$ cat config.mk
export PLATFORM = sky130hd
export DESIGN_NAME = idwt_upsample_ctrl_flat
export DESIGN_NICKNAME = d
export VERILOG_FILES = /design/src/rtl/idwt_upsample_ctrl_if.sv /design/src/rtl/idwt_upsample_ctrl.sv /design/src/flat_wrapper.sv
export SDC_FILE = /design/constraint.sdc
export NUM_CORES = 1
export LEC_CHECK = 0
export CORE_UTILIZATION = 47
export DETAILED_ROUTE_END_ITERATION = 16
export PLACE_DENSITY = 0.81
export SKIP_CTS_REPAIR_TIMING = 1
export SLEW_MARGIN = 20
export SYNTH_ARGS = -nofsm -noshare
export SYNTH_HDL_FRONTEND = slang
export SYNTH_SLANG_ARGS = --single-unit
$ cat constraint.sdc
create_clock -name clk -period 2.8 [get_ports clk]
set_input_delay 0.56 -clock clk [delete_from_list [all_inputs] [get_ports clk]]
set_output_delay 0.56 -clock clk [all_outputs]
set_load 0.02 [all_outputs]
$ cat src/rtl/idwt_upsample_ctrl_if.sv
// Handshake bundle between the coefficient buffer, the upsampling controller
// and the synthesis filter bank. The controller side uses the master modport.
interface idwt_upsample_ctrl_if #(
    parameter int DATA_W = 16,
    parameter int LEVELS = 4
);
    localparam int LVL_W = (LEVELS > 1) ? $clog2(LEVELS) : 1;

    // coefficient buffer side
    logic                     in_valid;
    logic                     in_ready;
    logic signed [DATA_W-1:0] g_in;
    logic signed [DATA_W-1:0] f_in;

    // synthesis filter side
    logic                     out_ready;
    logic                     out_valid;
    logic signed [DATA_W-1:0] g_out;
    logic signed [DATA_W-1:0] f_out;
    logic                     out_phase;
    logic [LVL_W-1:0]         out_level;
    logic                     out_last;

    modport master (
        input  in_valid,
        input  g_in,
        input  f_in,
        input  out_ready,
        output in_ready,
        output out_valid,
        output g_out,
        output f_out,
        output out_phase,
        output out_level,
        output out_last
    );

    modport slave (
        output in_valid,
        output g_in,
        output f_in,
        output out_ready,
        input  in_ready,
        input  out_valid,
        input  g_out,
        input  f_out,
        input  out_phase,
        input  out_level,
        input  out_last
    );
endinterface

$ cat src/rtl/idwt_upsample_ctrl.sv
// Inverse-DWT upsampling sequencer: each fetched (g,f) pair becomes an even and
// an odd output slot. UPSAMPLE_HOLD_EN selects sample-and-hold odd slots.
module idwt_upsample_ctrl #(
    parameter int DATA_W    = 16,
    parameter int LEVELS    = 4,
    parameter int FRAME_LEN = 256
) (
    input  logic                  clk,
    input  logic                  reset,
    input  logic                  clk_enable,
    input  logic                  start,
    idwt_upsample_ctrl_if.master  bus,
    output logic                  level_done,
    output logic                  busy,
    output logic                  done
);
    localparam int LVL_W = (LEVELS > 1) ? $clog2(LEVELS) : 1;
    localparam int CNT_W = $clog2(FRAME_LEN);
    localparam int LUT_N = 2 ** LVL_W;

    typedef enum logic [2:0] {
        S_IDLE,
        S_FETCH,
        S_EVEN,
        S_ODD,
        S_DONE
    } state_t;

    state_t                   state_reg, state_next;
    logic [LVL_W-1:0]         level_reg, level_next;
    logic [CNT_W-1:0]         cnt_reg, cnt_next;
    logic signed [DATA_W-1:0] g_hold_reg, g_hold_next;
    logic signed [DATA_W-1:0] f_hold_reg, f_hold_next;

    logic                     out_valid_reg, out_valid_next;
    logic signed [DATA_W-1:0] g_out_reg, g_out_next;
    logic signed [DATA_W-1:0] f_out_reg, f_out_next;
    logic                     out_phase_reg, out_phase_next;
    logic [LVL_W-1:0]         out_level_reg, out_level_next;
    logic                     out_last_reg, out_last_next;
    logic                     level_done_reg, level_done_next;
    logic                     busy_reg, busy_next;
    logic                     done_reg, done_next;

    logic                     fetch_fire;
    logic                     pair_is_last;
    logic                     level_is_final;

    // Last pair index of every level; entries past LEVELS-1 are never addressed.
    logic [CNT_W-1:0] last_idx [LUT_N];

    generate
        for (genvar gi = 0; gi < LUT_N; gi++) begin : g_last_idx
            if (gi < LEVELS) begin : g_used
                assign last_idx[gi] = CNT_W'((FRAME_LEN >> (LEVELS - gi)) - 1);
            end else begin : g_unused
                assign last_idx[gi] = '0;
            end
        end
    endgenerate

    assign fetch_fire     = (state_reg == S_FETCH) && bus.in_valid;
    assign pair_is_last   = (cnt_reg == last_idx[level_reg]);
    assign level_is_final = (level_reg == LVL_W'(LEVELS - 1));

    // Sequencing: which slot comes next and where in the frame we are.
    always_comb begin
        state_next      = state_reg;
        level_next      = level_reg;
        cnt_next        = cnt_reg;
        level_done_next = 1'b0;
        done_next       = 1'b0;

        unique case (state_reg)
            S_IDLE: begin
                if (start) begin
                    level_next = '0;
                    cnt_next   = '0;
                    state_next = S_FETCH;
                end
            end
            S_FETCH: begin
                if (bus.in_valid) begin
                    state_next = S_EVEN;
                end
            end
            S_EVEN: begin
                if (bus.out_ready) begin
                    state_next = S_ODD;
                end
            end
            S_ODD: begin
                if (bus.out_ready) begin
                    if (!pair_is_last) begin
                        cnt_next   = cnt_reg + CNT_W'(1);
                        state_next = S_FETCH;
                    end else begin
                        level_done_next = 1'b1;
                        if (level_is_final) begin
                            state_next = S_DONE;
                        end else begin
                            level_next = level_reg + LVL_W'(1);
                            cnt_next   = '0;
                            state_next = S_FETCH;
                        end
                    end
                end
            end
            S_DONE: begin
                done_next  = 1'b1;
                state_next = S_IDLE;
            end
            default: begin
                state_next = S_IDLE;
            end
        endcase
    end

    // Output slot contents are decoded from the upcoming state so every
    // output except in_ready leaves a register.
    always_comb begin
        g_hold_next    = fetch_fire ? bus.g_in : g_hold_reg;
        f_hold_next    = fetch_fire ? bus.f_in : f_hold_reg;
        out_valid_next = (state_next == S_EVEN) || (state_next == S_ODD);
        out_phase_next = (state_next == S_ODD);
        out_level_next = level_next;
        out_last_next  = (state_next == S_ODD) && (cnt_next == last_idx[level_next]);
        busy_next      = (state_next != S_IDLE);
        g_out_next     = '0;
        f_out_next     = '0;

        unique case (state_next)
            S_EVEN: begin
                g_out_next = g_hold_next;
                f_out_next = f_hold_next;
            end
            S_ODD: begin
`ifdef UPSAMPLE_HOLD_EN
                g_out_next = g_hold_next;
                f_out_next = f_hold_next;
`else
                g_out_next = '0;
                f_out_next = '0;
`endif
            end
            default: begin
                g_out_next = '0;
                f_out_next = '0;
            end
        endcase
    end

    always_ff @(posedge clk or posedge reset) begin
        if (reset) begin
            state_reg      <= S_IDLE;
            level_reg      <= '0;
            cnt_reg        <= '0;
            g_hold_reg     <= '0;
            f_hold_reg     <= '0;
            out_valid_reg  <= 1'b0;
            g_out_reg      <= '0;
            f_out_reg      <= '0;
            out_phase_reg  <= 1'b0;
            out_level_reg  <= '0;
            out_last_reg   <= 1'b0;
            level_done_reg <= 1'b0;
            busy_reg       <= 1'b0;
            done_reg       <= 1'b0;
        end else if (clk_enable) begin
            state_reg      <= state_next;
            level_reg      <= level_next;
            cnt_reg        <= cnt_next;
            g_hold_reg     <= g_hold_next;
            f_hold_reg     <= f_hold_next;
            out_valid_reg  <= out_valid_next;
            g_out_reg      <= g_out_next;
            f_out_reg      <= f_out_next;
            out_phase_reg  <= out_phase_next;
            out_level_reg  <= out_level_next;
            out_last_reg   <= out_last_next;
            level_done_reg <= level_done_next;
            busy_reg       <= busy_next;
            done_reg       <= done_next;
        end
    end

    assign bus.in_ready  = (state_reg == S_FETCH);
    assign bus.out_valid = out_valid_reg;
    assign bus.g_out     = g_out_reg;
    assign bus.f_out     = f_out_reg;
    assign bus.out_phase = out_phase_reg;
    assign bus.out_level = out_level_reg;
    assign bus.out_last  = out_last_reg;
    assign level_done    = level_done_reg;
    assign busy          = busy_reg;
    assign done          = done_reg;
endmodule

$ cat src/flat_wrapper.sv
// flat-port wrapper written by rule: the top's interface ports become plain ports
module idwt_upsample_ctrl_flat 
#(
    parameter int DATA_W    = 16,
    parameter int LEVELS    = 4,
    parameter int FRAME_LEN = 256
)
  (clk, reset, clk_enable, start, level_done, busy, done, bus_in_valid, bus_g_in, bus_f_in, bus_out_ready, bus_in_ready, bus_out_valid, bus_g_out, bus_f_out, bus_out_phase, bus_out_level, bus_out_last);
  idwt_upsample_ctrl_if #(.DATA_W(DATA_W), .LEVELS(LEVELS)) bus_i ();
  input  logic clk;
  input  logic reset;
  input  logic clk_enable;
  input  logic start;
  output logic level_done;
  output logic busy;
  output logic done;
  input wire logic [$bits(bus_i.in_valid)-1:0] bus_in_valid;
  input wire logic [$bits(bus_i.g_in)-1:0] bus_g_in;
  input wire logic [$bits(bus_i.f_in)-1:0] bus_f_in;
  input wire logic [$bits(bus_i.out_ready)-1:0] bus_out_ready;
  output wire logic [$bits(bus_i.in_ready)-1:0] bus_in_ready;
  output wire logic [$bits(bus_i.out_valid)-1:0] bus_out_valid;
  output wire logic [$bits(bus_i.g_out)-1:0] bus_g_out;
  output wire logic [$bits(bus_i.f_out)-1:0] bus_f_out;
  output wire logic [$bits(bus_i.out_phase)-1:0] bus_out_phase;
  output wire logic [$bits(bus_i.out_level)-1:0] bus_out_level;
  output wire logic [$bits(bus_i.out_last)-1:0] bus_out_last;
  assign bus_i.in_valid = bus_in_valid;
  assign bus_i.g_in = bus_g_in;
  assign bus_i.f_in = bus_f_in;
  assign bus_i.out_ready = bus_out_ready;
  assign bus_in_ready = bus_i.in_ready;
  assign bus_out_valid = bus_i.out_valid;
  assign bus_g_out = bus_i.g_out;
  assign bus_f_out = bus_i.f_out;
  assign bus_out_phase = bus_i.out_phase;
  assign bus_out_level = bus_i.out_level;
  assign bus_out_last = bus_i.out_last;
  idwt_upsample_ctrl #(.DATA_W(DATA_W), .LEVELS(LEVELS), .FRAME_LEN(FRAME_LEN)) u_core (.clk(clk), .reset(reset), .clk_enable(clk_enable), .start(start), .bus(bus_i), .level_done(level_done), .busy(busy), .done(done));
endmodule
* Word-level counts from Yosys, hierarchy flattened *
Cells that the tools add are included.

cells by class
  add/subtract/negate cells = 2
  bitwise logic cells = 2
  $mul = 0
  reductions and logical operators = 5
  shift-type cells = 0
  equality and inequality tests = 9
  divide/modulo/power cells = 0
  order comparisons = 2
  mux-type cells = 31

operator list
  operator                                                   count
  2-to-1 mux 16 bit                                          4
  2-to-1 mux 8 bit                                           8
  binary-select mux 8 bit (select 2 bit)                     2
  2-to-1 mux 3 bit                                           6
  equality test 8 bit                                        2
  one-hot mux 8 bit (2 select lines)                         1
  equality test 3 x 2 -> 1 bit (second input constant)       4
  one-hot mux 3 bit (4 select lines)                         1
  adder 8 x 1 -> 8 bit (second input constant)               1
  2-to-1 mux 2 bit                                           4
  greater-or-equal comparator 3 bit (second input constant)  2
  NOT 2 -> 3 bit                                             2
  2-to-1 mux 1 bit                                           4
  one-hot mux 2 bit (2 select lines)                         1
  equality test 3 x 1 -> 1 bit (second input constant)       1
  equality test 3 bit (second input constant)                1
  zero test 3 bit                                            1
  nonzero test 3 bit                                         1
  adder 2 x 1 -> 2 bit (second input constant)               1
  equality test 2 bit (second input constant)                1
  logical AND 1 bit                                          2
  logical OR 1 bit                                           1

storage, ports and cells
  bits in read-only memories = 0
  latch bits = 0
  memories kept = 0
  flip-flop bits (word level) = 83
  input port bits = 38
  word-level logic and storage cells = 64
  RAM bits = 0

* Longest topological paths before layout *
  word-level depth = 14
  mapped depth = 9
  depth with buffers taken out = 9

* Worst setup path before layout *
No wires, ideal clock.

  path kind = register -> register
  start = register, netlist name u_core.bus.out_level[0]
  end = register u_core.out_last_reg (netlist: u_core.bus.out_last)
  period minus slack after synthesis = 2.591 ns
  required time = 2.696 ns
  cell stages (with the launch flop) = 10
  library setup time = 0.104 ns
  slack = 0.209 ns
  arrival = 2.488 ns
  buffers on the path = 0
  cell sequence = dfrtp_1 -> and2_1 -> ha_1 -> nor2_1 -> nand2_2 -> or4_1 -> a21oi_2 -> nor4b_2 -> nor4_1 -> o41ai_2

RTL lines
  what                  line                       RTL
  end signal, assigned  idwt_upsample_ctrl.sv:180  out_last_reg <= out_last_next;
  end, declared         idwt_upsample_ctrl.sv:40   logic out_last_reg, out_last_next;

==> results.cfg <==
[critical_path]
criticalPathCategory = reg -> reg
critPathLaunchType = register
crit_fanout = 5
slowest_delay_ps = 380
critical-path-top-delay-family = compound AO/OA/AOI/OAI gates
crit_required_ps = 3050
crit_cells = 9
end_kind = register
crit_path_start = u_core.bus.out_level[0]
cp_cell_sequence = and2_1 > ha_1 > nor4bb_1 > a32o_1 > a22o_1 > o21ai_0 > nor3_1 > nor4_1 > o41ai_2
reg2reg_from = u_core.bus.out_level[0]
crit_slowest_cell = dfrtp_1
rr_worst_depth = 9
path_buf_inv = 0
arrival_ps = 2850

[floorplanning]
fp.dieW_um = 95.0
io_pins = 79
start_util = 0.490
die_y_um = 95.0
num_rows = 33
coreArea_um2 = 8300
dieArea_um2 = 9020

[worst_hold_path]
hold_start = u_core.bus.out_last
hp-class = reg -> reg
holdPathStages = 2

[routing]
viasPerCell = 5.60
totalWireLength_mm = 9.66
dr.pass1.iters = 5
dr.first_iter.drc_count = 153
wire_per_inst_um = 17.0
drcViolationCount = 0
vias = 3184
ant_nets = 0

[logic_synthesis]
synth_xor_area_frac = 0.00616
ys_async_sr_fraction = 1.00
syn_area_um2 = 4060
synth_top_family_by_area = multiplexers
synth.top_cell.area_share = 0.511
synth.distinct_cells = 56
synth-edff-count = 0
syn_inst = 368
synth_top_cell_by_area = dfrtp_1
yosys_warnings = 0
synthTopCellsByArea = dfrtp_1 (51%), mux2_2 (10%), mux2i_1 (8.1%)
ys_seq_area_frac = 0.511
ys_seq_elements = 83
synth_compound_area_frac = 0.138
synth_nets = 408
synth_ff_type = dfrtp_1
avgSynthCellArea_um2 = 11.0
synthMuxAreaShare = 0.181
synth_fa_ha_area_frac = 0.00616
synthSimpleGateAreaFrac = 0.0915

[sta]
fmax_mhz = 384
fin_hold_ws_ps = 502
setup_tns_ps = 0
fin_ws_ps = 196
rsz0062_at_grt = false
slew_violations = 0
fin_crit_sh = 0.930
finalClockSkew_ps = 6.65
finalSetupViolCount = 0
hold_violations = 0
slew_headroom = 0.600
fin_crit_ps = 2600
worstMarginPinSlew_ps = 599

[cts]
root_buffer = clkbuf_8
cts_tree = done
clk_pin_slew_ps = 90
cts_sinks = 83
htree_levels = 3
clk_latency_ps = 340
numCtsBuffers = 9
clock_tree.buffer_depth = 2

[placement]
place_congestion = 0.923
io_buffers = 78
dpl.hpwl_mm = 6.74
placed_cell_area_um2 = 5080
preCtsSetupSlack_ps = -163

[global_route]
gr-total-overflow = 0
grt_pass1_wl_mm = 16.1
grt_max_degree = 33
track_usage = 0.233
antenna_found_initial = 0
grt_pass1_vias = 3324

[layout]
final_nets = 499
insertedDiodeCount = 0
num-fill-cells = 685
mostFrequentLayoutCells = dfrtp_1 (83), clkdlybuf4s50_1 (77), inv_1 (40)
drive_gt1_frac = 0.200
areaGrowthSynthToFinish_pct = 30.5
seq_area_um2 = 2080
final_common_cell = dfrtp_1
fin_area_um2 = 5300
multi_input_area_um2 = 1730

[job]
maxCapViolCount = 0

[power]
p_leak_uw = 0.00224
powerDensity_nw_per_um2 = 922
peakVddDrop_v = 0.000508
totalPowerFinal_uw = 4890

[outcome]
status = finished, final reports clean
-- Yosys cell counts (all sizes together), types with 3 or more instances --
master  instances
a21oi          13
a22o            3
and2            4
and3            6
buf            11
clkbuf         13
dfrtp          83
inv            41
mux2           36
mux2i          33
nand2          17
nand3           5
nor2           11
nor3            4
o21ai          12
o22ai          34
-- power breakdown --
part	switching [uW]	total [uW]	internal, uW
Sequential	303	1950	1640
Clock	441	952	510
Combinational	968	1990	1030
Total	1710	4890	3180
-- routing by layer --
metal	share of wire	track usage
met5	0	0
met4	0.012	0.0720
met3	0.057	0.0604
met2	0.51	0.385
met1	0.42	0.300
-- cell families (layout without fill, tap and decap cells) --
group / count (synthesis) / after routing
xor gates and xnor gates: 2 / 2
and+or+nand+nor: 64 / 64
muxes: 69 / 69
AOI/OAI and AO/OA: 83 / 83
DFF: 83 / 83
adders and majority gates: 2 / 2
buffers and inverters: 65 / 161
-- final cells by class --
class,instances,area share
repair buffers,104,0.188
well taps,105,0.0248
clock inverters,5,0.0160
flip-flops and latches,83,0.392
inverters,41,0.0293
clock buffers,11,0.0248
multi-input cells,220,0.326
-- final timing paths --
kind                                        end  slack (ps)
setup / recovery            u_core.bus.out_last         200
max in group asynchronous  u_core.bus.f_out[10]        1620
hold / removal              u_core.bus.out_last         500
setup reg to reg            u_core.bus.out_last         200
min in group asynchronous           u_core.busy         580
hold reg to reg             u_core.bus.out_last         500
-- metrics by stage --
stage | util | std cells
after floorplan | - | 368
after global placement | 0.612 | 553
after detailed placement | 0.612 | 553
after CTS | 0.638 | 569
after global routing | 0.639 | 569
final | 0.639 | 569
-- tightest hold or removal path, delay by kind of cell, from the launching register on --
kind             cells  cell delay, ps
AO/OA/AOI/OAI        1              50
flip-flops           1             350
AND/OR/NAND/NOR      1              70
Power figures use the tool's default switching activity.
